`src/rtl/bram16_ctrl_pkg.sv`:
```
// -----------------------------------------------------------------------------
// bram16_ctrl_pkg
// Shared definitions for the 16-bit block RAM controller:
//   - state_t   : controller FSM state encoding (IDLE, RD, RDW, WR, ACK)
//   - LANE_HI/LANE_LO : byte-lane indices (lane 1 = data[15:8], lane 0 = data[7:0])
//   - lane_sel  : helper that picks one byte lane from either of two words
// -----------------------------------------------------------------------------
package bram16_ctrl_pkg;

    typedef enum logic [2:0] {
        IDLE = 3'd0,   // waiting for cpu_req
        RD   = 3'd1,   // RAM address presented, read in flight
        RDW  = 3'd2,   // RAM read data valid on bram_di
        WR   = 3'd3,   // RAM write strobe
        ACK  = 3'd4    // one-cycle completion towards the CPU
    } state_t;

    localparam int LANE_HI   = 1;
    localparam int LANE_LO   = 0;
    localparam int LANE_BITS = 8;
    localparam int NUM_LANES = 2;

    // Returns byte lane 'lane' of new_word when 'use_new' is set, otherwise
    // the same lane of old_word.
    function automatic logic [LANE_BITS-1:0] lane_sel(
        input logic        use_new,
        input logic [15:0] new_word,
        input logic [15:0] old_word,
        input int          lane
    );
        logic [LANE_BITS-1:0] result;
        result = use_new ? new_word[lane*LANE_BITS +: LANE_BITS]
                         : old_word[lane*LANE_BITS +: LANE_BITS];
        return result;
    endfunction

endpackage

```
`src/rtl/bram16_ctrl.sv`:
```
// -----------------------------------------------------------------------------
// bram16_ctrl
// Single-request CPU-to-block-RAM bridge for a 16-bit synchronous RAM with a
// one-cycle read latency. One transaction at a time: the request is latched
// in IDLE, serviced by the FSM, and completed by a one-cycle cpu_ack.
//
// Optional feature (compile-time macro BRAM16_CTRL_BYTE_EN):
//   defined   : partial writes (cpu_be = 01 / 10) become read-modify-write
//               (RD -> RDW -> WR -> ACK), merging the unselected lane from RAM.
//   undefined : any nonzero cpu_be on a write is a full-word write.
//
// Parameters
//   adr_width  : byte-address width of the attached RAM (default 11 = 2 KiB)
//
// Ports
//   sys_clk    in   1   clock, rising edge
//   sys_rst    in   1   synchronous active-high reset
//   cpu_req    in   1   request, held until cpu_ack
//   cpu_we     in   1   1 = write, 0 = read
//   cpu_be     in   2   byte enables (bit1 = [15:8], bit0 = [7:0])
//   cpu_adr    in  16   byte address
//   cpu_dat_w  in  16   write data
//   cpu_dat_r  out 16   read data (held until the next read or error ack)
//   cpu_ack    out  1   one-cycle completion pulse
//   cpu_err    out  1   out-of-range address, qualified by cpu_ack
//   bram_a     out 16   RAM byte address (bit0 always 0)
//   bram_do    out 16   RAM write data
//   bram_we    out  1   RAM write enable
//   bram_di    in  16   RAM read data, one cycle after bram_a
// -----------------------------------------------------------------------------
module bram16_ctrl
    import bram16_ctrl_pkg::*;
#(
    parameter int adr_width = 11
) (
    input  logic        sys_clk,
    input  logic        sys_rst,
    input  logic        cpu_req,
    input  logic        cpu_we,
    input  logic [1:0]  cpu_be,
    input  logic [15:0] cpu_adr,
    input  logic [15:0] cpu_dat_w,
    output logic [15:0] cpu_dat_r,
    output logic        cpu_ack,
    output logic        cpu_err,
    output logic [15:0] bram_a,
    output logic [15:0] bram_do,
    output logic        bram_we,
    input  logic [15:0] bram_di
);

    // Address bits at or above adr_width must be zero; the mask is computed
    // in 32 bits so adr_width = 16 yields an all-zero mask (no range check).
    localparam logic [31:0] LOW_MASK = (32'd1 << adr_width) - 32'd1;
    localparam logic [15:0] HI_MASK  = ~LOW_MASK[15:0];

    state_t      state_reg;
    state_t      state_next;

    // Request latches, loaded only when a request is accepted in IDLE so
    // that cpu_* activity during a transaction has no effect.
    logic        we_reg;
    logic [15:0] adr_reg;
    logic [15:0] dat_reg;

    logic        cpu_ack_reg;
    logic        cpu_err_reg;
    logic [15:0] cpu_dat_r_reg;

    logic        accept;
    logic        adr_oor;

    assign accept  = (state_reg == IDLE) && cpu_req;
    assign adr_oor = |(cpu_adr & HI_MASK);

`ifdef BRAM16_CTRL_BYTE_EN
    logic [1:0]  be_reg;
    logic [15:0] merge_data;
    logic        partial_be;

    assign partial_be = (cpu_be == 2'b01) || (cpu_be == 2'b10);

    // Read-modify-write merge: enabled lanes keep the latched CPU data,
    // disabled lanes take the word just read from RAM (valid in RDW).
    generate
        for (genvar gi = 0; gi < NUM_LANES; gi++) begin : g_lane_merge
            assign merge_data[gi*LANE_BITS +: LANE_BITS] =
                lane_sel(be_reg[gi], dat_reg, bram_di, gi);
        end
    endgenerate
`endif

    // -------------------------------------------------------------------------
    // Next-state logic
    // -------------------------------------------------------------------------
    always_comb begin
        state_next = state_reg;
        case (state_reg)
            IDLE: begin
                if (cpu_req) begin
                    if (adr_oor) begin
                        state_next = ACK;
                    end else if (!cpu_we) begin
                        state_next = RD;
                    end else if (cpu_be == 2'b00) begin
                        // Nothing to write: complete immediately.
                        state_next = ACK;
`ifdef BRAM16_CTRL_BYTE_EN
                    end else if (partial_be) begin
                        state_next = RD;
`endif
                    end else begin
                        state_next = WR;
                    end
                end
            end
            RD:      state_next = RDW;
            // A write only reaches RDW on the read-modify-write path.
            RDW:     state_next = we_reg ? WR : ACK;
            WR:      state_next = ACK;
            ACK:     state_next = IDLE;
            default: state_next = IDLE;
        endcase
    end

    // -------------------------------------------------------------------------
    // State, latches and registered CPU-side outputs
    // -------------------------------------------------------------------------
    always_ff @(posedge sys_clk) begin
        if (sys_rst) begin
            state_reg     <= IDLE;
            we_reg        <= 1'b0;
            adr_reg       <= 16'h0000;
            dat_reg       <= 16'h0000;
            cpu_ack_reg   <= 1'b0;
            cpu_err_reg   <= 1'b0;
            cpu_dat_r_reg <= 16'h0000;
`ifdef BRAM16_CTRL_BYTE_EN
            be_reg        <= 2'b00;
`endif
        end else begin
            state_reg   <= state_next;
            // High exactly while the state register holds ACK.
            cpu_ack_reg <= (state_next == ACK);

            if (accept) begin
                we_reg  <= cpu_we;
                adr_reg <= cpu_adr;
                dat_reg <= cpu_dat_w;
`ifdef BRAM16_CTRL_BYTE_EN
                be_reg  <= cpu_be;
`endif
            end

            // Error status is set up alongside the entry into ACK; only the
            // out-of-range path goes straight from IDLE with an error.
            if (accept && adr_oor) begin
                cpu_err_reg   <= 1'b1;
                cpu_dat_r_reg <= 16'h0000;
            end else if (state_next == ACK) begin
                cpu_err_reg   <= 1'b0;
            end

            if (state_reg == RDW) begin
                if (!we_reg) begin
                    cpu_dat_r_reg <= bram_di;
`ifdef BRAM16_CTRL_BYTE_EN
                end else begin
                    dat_reg <= merge_data;
`endif
                end
            end
        end
    end

    assign cpu_ack   = cpu_ack_reg;
    assign cpu_err   = cpu_err_reg;
    assign cpu_dat_r = cpu_dat_r_reg;

    // RAM side decodes straight from state and latches; the RAM is 16 bits
    // wide so the byte address is always word-aligned.
    assign bram_a  = adr_reg & 16'hFFFE;
    assign bram_do = dat_reg;
    assign bram_we = (state_reg == WR);

endmodule

```
`config.mk`:
```
export PLATFORM = sky130hd
export DESIGN_NAME = bram16_ctrl
export DESIGN_NICKNAME = d
export VERILOG_FILES = /design/src/rtl/bram16_ctrl_pkg.sv /design/src/rtl/bram16_ctrl.sv
export SDC_FILE = /design/constraint.sdc
export NUM_CORES = 1
export LEC_CHECK = 0
export ABC_AREA = 1
export CAP_MARGIN = 20
export CORE_MARGIN = 3
export CORE_UTILIZATION = 41
export DETAILED_ROUTE_END_ITERATION = 12
export MAX_ROUTING_LAYER = met4
export PLACE_DENSITY = 0.95
export SYNTH_ARGS = -nofsm -noshare
export SYNTH_HDL_FRONTEND = slang
export SYNTH_SLANG_ARGS = --single-unit
export TNS_END_PERCENT = 1
```
`constraint.sdc`:
```
create_clock -name sys_clk -period 2.5 [get_ports sys_clk]
set_clock_uncertainty 0.15 [all_clocks]
set_input_delay 0.5 -clock sys_clk [delete_from_list [all_inputs] [get_ports sys_clk]]
set_output_delay 0.5 -clock sys_clk [all_outputs]
set_load 0.02 [all_outputs]
```
* Word-level counts from Yosys, hierarchy flattened
Cells that the tools add are included.
** Cells by class
- Equality and inequality tests :: 4
- Muxes and demuxes :: 11
- Reductions and logical operators :: 6
** Operators by type and width (count)
- $mux 16 :: 3
- $mux 3 :: 5
- $pmux 3 s4 :: 1
- $eq 3x2->1 const B :: 2
- $reduce_or 5->1 :: 1
- $eq 3x1->1 const B :: 1
- $eq 3x3->1 const B :: 1
- $logic_not 3->1 :: 1
- $logic_and 1x1->1 :: 2
- $logic_not 2->1 :: 1
- $mux 1 :: 2
- $reduce_bool 2->1 :: 1
** Word-level totals
- Flip-flop bits (word level) :: 54
- Input port bits :: 54

* Depth between registers and ports, before layout
Gate-level depths: netlist of run 1.
- Depth after elaboration :: 9
- Mapped depth :: 8
- Depth with buffers taken out :: 7

* Worst setup path before layout of run 1
No wires, ideal clock.
- Path kind :: register to output
- Start point :: reg state_reg[1]
- End point :: out bram_we
- Arrival :: 0.895 ns
- Slack :: 0.955 ns
- Stages on the path, launching flop included :: 3
- Buffers on the path :: 0
- Cell sequence :: dfxtp_1 > inv_1 > nor3_1
** On the way
- Cells in the longest elaborated chain, start to end :: 1
** RTL lines
- start: declaration :: RTL line bram16_ctrl.sv:57 : state_t state_reg;
- start signal: assignment :: RTL line bram16_ctrl.sv:142 : state_reg <= state_next;
- $eq 3x2->1 :: RTL line bram16_ctrl.sv:184 : assign bram_we = (state_reg == WR);
- end: declaration :: RTL line bram16_ctrl.sv:48 : output logic bram_we,
Every way passes these cells.

* Worst setup path after layout of run 1
- Start point :: reg state_reg[0]
- End point :: out bram_we
The elaborated chain is that of the path after synthesis.

==> impl_metrics.py, run 1 <==
metrics = {
    "routing": {
        "drt_first_iter_violations": 105,
        "dr.pass1.iters": 7,
        "vias": 1934,
        "via_per_inst": 4.847,
        "final_antenna_net_count": 0,
        "drc": 0,
        "wl_um": 5146,
        "routedWlPerCell_um": 12.90,
    },
    "placed_design": {
        "place.gp.congestion": 0.7882,
        "placed_cell_area_um2": 2993,
        "portBuffers": 102,
        "post-place-ws_ns": 0.3953,
        "dp_cells": 391,
        "place_hpwl_um": 3777,
    },
    "global_route": {
        "grt_pass1_wl_um": 7686,
        "grt_max_degree": 37,
        "grt_usage": 0.1830,
        "overflow": 0,
        "antenna_found_initial": 0,
        "first_global_vias": 1766,
    },
    "logic_synthesis": {
        "ys.flop_type": "dfxtp_1",
        "ys_seq_elements": 53,
        "netlist.top_cell.by_area": "dfxtp_1",
        "syn-num-nets": 303,
        "synth_edf_count": 0,
        "yosysSeqAreaShare": 0.5415,
        "synthCells": 249,
        "synth.area.top_cells": "dfxtp_1 54%, nor2_1 12%, o21ai_0 12%",
        "synth_cell_types": 23,
        "yosys_warnings": 0,
        "synthTopCellsByCount": "64 x nor2_1, 53 x dfxtp_1, 46 x o21ai_0",
        "synth_most_common_cell": "nor2_1",
        "async_flop_share": 0,
        "syn_area_um2": 1959,
        "avgSynthCellArea_um2": 7.869,
        "yosysTopAreaCellShare": 0.5415,
    },
    "die": {
        "num_rows": 24,
        "die_x_um": 75.13,
        "dieHeight_um": 75.13,
        "die_area_um2": 5645,
        "ioPinCount": 105,
        "start_util": 0.4379,
        "core_um2": 4474,
    },
    "clock_tree": {
        "cts_resized": 0,
        "cts_setup_buffers": 0,
        "cts.sinks": 53,
        "htreeDepth": 2,
        "cts_hold_buf": 0,
        "cts_tree": "yes",
        "clk_root_buffer_cell": "clkbuf_8",
        "numCtsBuffers": 5,
        "clk_pin_slew_ns": 0.09,
        "clk_latency_ns": 0.30,
        "clockBufferDepth": 2,
    },
    "finish": {
        "n_antenna_cell": 0,
        "drive_gt1_frac": 0.05764,
        "postLayoutCoreUtil": 0.6988,
        "syn_to_final_growth_pct": 59.58,
        "nets": 400,
        "multi_input_area_um2": 784.5,
        "final_area_um2": 3127,
        "finalNonFillerCells": 399,
        "seq_area_um2": 1061,
        "fillers": 379,
    },
    "timing": {
        "period_needed_ns": 2.211,
        "slew_headroom": 0.4748,
        "setup_viol": 0,
        "grt_setup_unrepaired": "false",
        "setup_slack_ns": 0.2893,
        "slew_violations": 0,
        "hold_violations": 0,
        "fin_crit_sh": 0.8843,
        "setup-tns-final_ns": 0,
        "worst_pin_slew_ns": 0.7858,
        "hold_ws_ns": 0.3099,
        "max_freq_mhz": 452.4,
    },
    "status": {
        "status": "finished, final reports clean",
    },
    "pwr": {
        "ir_worst_vdd_mv": 0.3005,
        "p_leak_nw": 1.192,
        "p_per_area_nw_per_um2": 624.0,
        "p_total_mw": 1.951,
    },
    "critical_path": {
        "criticalPathCategory": "flop to primary output",
        "cp-start-kind": "flop",
        "crit_required_ns": 1.85,
        "worstPathMaxFanout": 4,
        "end_kind": "primary output",
        "cp.arrival_ns": 1.56,
    },
    "min_path": {
        "hold_path_class": "flop to flop",
    },
    "flow_run": {
        "drv_cap": 0,
    },
}
cell usage in the layout, fill, tap and decap left out, drive strengths merged:
cell type,netlist,routed
buf,7,4
nor2,66,66
a21oi,24,24
nor3,2,2
inv,6,6
nand4,1,1
conb,1,1
clkinv,1,2
o21ai,49,49
nand3,4,4
clkbuf,9,5
dfxtp,53,53
bufinv,0,2
nand2,26,26
clkdlybuf4s50,0,102
path summary, 6_finish.rpt:
path                 from           end  slack (ns)  cells past startpoint
max reg2reg  state_reg[1]  cpu_dat_r[7]        0.69                      5
min          cpu_dat_r[9]  cpu_dat_r[9]        0.31                      2
min reg2reg  cpu_dat_r[9]  cpu_dat_r[9]        0.31                      2
max          state_reg[0]       bram_we        0.29                      3
per-layer routing:
layer  part of all wire  track usage
met5                  0            -
met4             0.0078      0.04078
met3              0.097      0.06142
met2               0.49       0.3337
met1               0.40       0.1901
final cells by class:
| cell class | instances | area share |
|---|---|---|
| Sequential cell | 53 | 0.3393 |
| Timing Repair Buffer | 106 | 0.3361 |
| Multi-Input combinational cell | 173 | 0.2509 |
| Clock buffer | 5 | 0.02201 |
| Clock inverter | 3 | 0.02081 |
| Tap cell | 52 | 0.02081 |
| Inverter | 7 | 0.01000 |
power breakdown:
group          internal (mW)  switching (mW)  leakage [nW]  total (mW)
Clock                  0.398           0.274        0.0681       0.672
Sequential             0.894          0.0241         0.436       0.918
Combinational          0.187           0.175         0.689       0.362
kinds of logic (layout without fill, tap and decap cells):
logic type             Yosys count  count (layout)  share of synthesized area
and+or+nand+nor                 99              99                     0.2101
AOI/OAI and AO/OA               73              73                     0.1884
DFF                             53              53                     0.5415
buffers and inverters           23             121                    0.05811
other                            1               1                   0.001914
critical path, cell delays in order (launching register included):
cell and delay, ns:
dfxtp_1 0.42, inv_2 0.07, nor3_1 0.13, clkdlybuf4s50_1 0.64
Note: power is estimated with default switching activity, not from simulation.
==> run 2: changes to the inputs <==
- CORE_UTILIZATION: 41 -> 30
- PLACE_DENSITY: 0.95 -> 0.75
==> run 2 against run 1 <==
Clock-buffer cell count is 3 higher. Die area rose by 34%. Fmax fell by 0.11%. Worst setup slack worse by 0.0025 ns. Register-to-register slack hardly changed. Sequential power about the same. Largest cell class unchanged. Combinational power about the same. Power shrank 11%. Design area fell by 0.80%. Via count up 0.52%. Highest routed layer unchanged. Sequential share of layout area grew 0.27 points. Hold slack better by 0.0027 ns.
==> impl_metrics.py, run 2 (synthesis results as in run 1) <==
metrics = {
    "finish": {
        "n_antenna_cell": 0,
        "final_cell_mix": "102 x clkdlybuf4s50_1, 64 x nor2_1, 53 x dfxtp_1, 46 x o21ai_0, 25 x nand2_1",
        "nets": 400,
        "final_common_cell": "clkdlybuf4s50_1",
        "finalNonFillerCells": 422,
        "syn_to_final_growth_pct": 58.30,
        "drive_gt1_frac": 0.04899,
        "fillers": 605,
    },
    "timing": {
        "setup_viol": 0,
        "setup-tns-final_ns": 0,
        "fin_crit_sh": 0.8853,
        "max_freq_mhz": 451.8,
        "period_needed_ns": 2.213,
        "grt_setup_unrepaired": "false",
        "slew_violations": 0,
        "hold_violations": 0,
        "slew_headroom": 0.4620,
        "worst_pin_slew_ns": 0.8050,
    },
    "critical_path": {
        "crit_required_ns": 1.85,
        "cp.arrival_ns": 1.56,
        "end_kind": "primary output",
        "criticalPathCategory": "flop to primary output",
        "worstPathMaxFanout": 4,
        "cp-start-kind": "flop",
    },
    "routing": {
        "via_per_inst": 4.607,
        "dr.pass1.iters": 4,
        "drt_first_iter_violations": 76,
        "routedWlPerCell_um": 12.55,
        "wl_um": 5298,
        "drc": 0,
        "final_antenna_net_count": 0,
        "vias": 1944,
    },
    "global_route": {
        "grt_max_degree": 37,
        "grt_usage": 0.1498,
        "grt_pass1_wl_um": 8707,
        "first_global_vias": 1895,
        "overflow": 0,
        "antenna_found_initial": 0,
    },
    "placed_design": {
        "place_hpwl_um": 3775,
        "place.gp.congestion": 0.6587,
        "portBuffers": 102,
        "dp_cells": 414,
    },
    "clock_tree": {
        "clk_latency_ns": 0.29,
        "cts.sinks": 53,
        "cts_tree": "yes",
        "cts_setup_buffers": 0,
        "htreeDepth": 2,
        "cts_hold_buf": 0,
        "clockBufferDepth": 2,
        "clk_pin_slew_ns": 0.09,
        "cts_resized": 0,
        "clk_root_buffer_cell": "clkbuf_8",
        "numCtsBuffers": 5,
    },
    "pwr": {
        "ir_worst_vdd_mv": 0.3118,
        "p_per_area_nw_per_um2": 559.6,
        "p_leak_nw": 1.164,
    },
    "flow_run": {
        "drv_cap": 0,
    },
    "die": {
        "die_area_um2": 7537,
        "start_util": 0.3196,
        "core_um2": 6131,
        "ioPinCount": 105,
        "dieHeight_um": 86.82,
        "num_rows": 28,
        "die_x_um": 86.82,
    },
    "min_path": {
        "hold_path_class": "flop to flop",
    },
    "status": {
        "status": "finished, final reports clean",
    },
}
[run 2: area by class of cell]
type / count / area, um^2 / share of cell area
sequential: 53 / 1061 / 0.3421
timing repair buffer: 106 / 1051 / 0.3388
multi-input combinational: 173 / 784.5 / 0.2529
tap: 75 / 93.84 / 0.03025
clock buffer: 8 / 80.08 / 0.02582
inverter: 7 / 31.28 / 0.01008
[run 2: routing by layer]
metal / track usage / vias up / wire (um) / part of all wire
met5: - / - / 0 / 0
met4: 0.04249 / 0 / 19 / 0.0036
met3: 0.04658 / 2 / 416 / 0.079
met2: 0.2567 / 70 / 2560 / 0.48
met1: 0.1671 / 872 / 2302 / 0.43
li1: - / 1000 / - / -
[run 2: stage by stage]
step | hold WS [ns] | util | total power [mW] | setup slack [ns] | cell area (um^2)
after floorplan | 0.3086 | - | 1.107 | 0.9549 | 1959
after global placement | 0.2946 | 0.4929 | 1.297 | 0.4295 | 3022
after detailed placement | 0.3034 | 0.4929 | 1.306 | 0.4103 | 3022
after CTS | 0.3179 | 0.5059 | 1.770 | 0.2868 | 3102
after global routing | 0.3334 | 0.5059 | 1.840 | 0.2225 | 3102
final | 0.3126 | 0.5059 | 1.736 | 0.2869 | 3102
[run 2: path summary, 6_finish.rpt]
kind,start,end,slack [ns],depth (start not counted)
hold / removal,cpu_dat_r[8],cpu_dat_r[8],0.31,2
hold reg to reg,cpu_dat_r[8],cpu_dat_r[8],0.31,2
setup / recovery,state_reg[1],bram_we,0.29,3
setup reg to reg,state_reg[1],cpu_dat_r[10],0.69,5
[run 2: report_power, final]
part           internal [mW]  total [mW]  switching [mW]
combinational          0.187       0.363           0.176
sequential             0.893       0.917          0.0238
clock                  0.200       0.455           0.256
total                   1.28        1.74           0.456
[run 2: critical path, cell delays in order (launching register included)]
cell and delay, ns:
dfxtp_1 0.36, inv_1 0.09, nor3_1 0.18, clkdlybuf4s50_1 0.65
==> run 3: changes to the inputs <==
- CORE_ASPECT_RATIO: default -> 0.6
- SETUP_SLACK_MARGIN: default -> 0.05
==> run 3 against run 2 <==
Clock power grew 3%. Flip-flop and latch count is the same. Largest cell class unchanged. Critical path depth is the same. Fmax shrank 2.6%. Register-to-register slack lost 0.06 ns. Clock-buffer cell count shrank 1. First-iteration DRC count grew 5.3%. Highest routed layer unchanged. Design area grew 0.73%. Routed wire length grew 1.5%. Combinational power is essentially flat. Global-route usage shrank 0.82 points.
==> impl_metrics.py, run 3 (synthesis results as in run 1) <==
metrics = {
    "global_route": {
        "grt_usage": 0.1416,
        "grt_pass1_wl_um": 8224,
        "first_global_vias": 1736,
        "grt_max_degree": 48,
        "overflow": 0,
        "antenna_found_initial": 0,
    },
    "routing": {
        "via_per_inst": 4.483,
        "met1_length_um": 2476,
        "routedWlPerCell_um": 12.53,
        "drc": 0,
        "wl_um": 5375,
        "maxUsedRoutingLayer": "met4",
        "met3_length_um": 429,
        "drt_first_iter_violations": 80,
        "wl_met2_um": 2423,
        "dr.pass1.iters": 4,
        "vias": 1923,
        "final_antenna_net_count": 0,
    },
    "clock_tree": {
        "clk_latency_ns": 0.29,
        "numCtsBuffers": 5,
        "clk_pin_slew_ns": 0.09,
        "htreeDepth": 2,
        "cts_tree": "yes",
        "cts.sinks": 53,
        "cts_hold_buf": 0,
        "clockBufferDepth": 2,
        "cts_resized": 0,
        "cts_setup_buffers": 0,
        "clk_root_buffer_cell": "clkbuf_8",
    },
    "die": {
        "start_util": 0.3150,
        "die_area_um2": 7569,
        "num_rows": 22,
        "ioPinCount": 105,
        "dieHeight_um": 68.60,
        "die_x_um": 110.3,
        "core_um2": 6221,
    },
    "critical_path": {
        "crit_buf_inv": 2,
        "crit_required_ns": 1.85,
        "cp.depth": 3,
        "criticalPathCategory": "flop to primary output",
        "worstRegToRegCells": 5,
        "path_cells": "inv_2 > nor3_1 > clkdlybuf4s50_1",
        "end_kind": "primary output",
        "r2r_slack_ns": 0.63,
        "worstPathMaxFanout": 4,
        "critPathMaxStageDelay_ns": 0.65,
        "cp-start-kind": "flop",
        "cp.arrival_ns": 1.62,
        "crit_family": "buffers and inverters",
        "critPathSlowestCell": "clkdlybuf4s50_1",
    },
    "min_path": {
        "hold_path_class": "flop to flop",
        "whs_path_depth": 2,
    },
    "finish": {
        "final_cell_mix": "102 x clkdlybuf4s50_1, 64 x nor2_1, 53 x dfxtp_1, 46 x o21ai_0, 25 x nand2_1",
        "final_area_um2": 3124,
        "multi_input_area_um2": 784.5,
        "fillers": 616,
        "postLayoutCoreUtil": 0.5022,
        "drive_gt1_frac": 0.04928,
        "syn_to_final_growth_pct": 59.45,
        "seq_area_um2": 1061,
        "final_common_cell": "clkdlybuf4s50_1",
        "nets": 399,
        "n_antenna_cell": 0,
    },
    "timing": {
        "grt_setup_unrepaired": "false",
        "worst_pin_slew_ns": 0.8563,
        "max_freq_mhz": 440.0,
        "period_needed_ns": 2.273,
        "setup_viol": 0,
        "hold_ws_ns": 0.3167,
        "slew_violations": 0,
        "fin_crit_sh": 0.9092,
        "slew_headroom": 0.4278,
        "hold_violations": 0,
        "setup-tns-final_ns": 0,
    },
    "pwr": {
        "ir_worst_vdd_mv": 0.3084,
        "p_int_mw": 1.302,
        "seqPwrFrac": 0.525,
        "p_comb_frac": 0.208,
        "pwr-share-clk": 0.267,
        "p_per_area_nw_per_um2": 560.4,
        "swShare": 0.2565,
        "p_leak_nw": 1.168,
        "switching_power_mw": 0.4491,
    },
    "placed_design": {
        "place.gp.congestion": 0.7254,
        "placed_cell_area_um2": 3038,
        "portBuffers": 102,
        "place_hpwl_um": 3906,
    },
    "flow_run": {
        "drv_cap": 0,
    },
    "status": {
        "status": "finished, final reports clean",
    },
}
==> run 3: cell count changes in the layout (fill, tap and decap cells not counted) <==
cell / previous run / this run
clkbuf_1: 3 / 1
buf_4: 4 / 2
buf_12: 0 / 1
clkbuf_8: 5 / 6
==> run 3: layer usage <==
layer	vias up	global-route usage
met5	-	-
li1	999	-
met3	4	0.03535
met2	61	0.2326
met4	0	0.02765
met1	859	0.1800
==> run 3: final cells by class <==
type,instances,share of cell area
timing repair buffer,105,0.3380
tap,84,0.03364
inverter,7,0.01001
multi-input combinational,173,0.2511
sequential,53,0.3396
clock buffer,7,0.02763
==> run 3: final timing paths <==
path                         to    startpoint
hold / removal     cpu_dat_r[5]  cpu_dat_r[5]
setup reg to reg  cpu_dat_r[13]  state_reg[1]
setup / recovery        bram_we  state_reg[0]
hold reg to reg    cpu_dat_r[5]  cpu_dat_r[5]
==> run 3: metrics by stage <==
stage	setup slack, ns	total power [mW]	std cells
6_report	0.2271	1.751	429
5_1_grt	0.1209	1.852	429
4_1_cts	0.1763	1.787	429
3_5_place_dp	0.3822	1.305	422
3_3_place_gp	0.4325	1.298	422
2_1_floorplan	0.9549	1.107	249
==> run 3: power groups by stage <==
stage / Sequential [mW] / Combinational [mW] / Clock [mW]
after floorplan: 0.995 / 0.112 / 0
after detailed placement: 0.939 / 0.367 / 0
after global placement: 0.936 / 0.362 / 0
final: 0.918 / 0.364 / 0.468
after global routing: 0.925 / 0.397 / 0.530
after CTS: 0.919 / 0.368 / 0.500
==> run 3: worst reg2reg max path: cells and delay by family, from the launching register on <==
kind	cells	cell delay, ns
compound gates	2	0.48
buf+inv	1	0.09
flops	1	0.35
simple gates	2	0.66
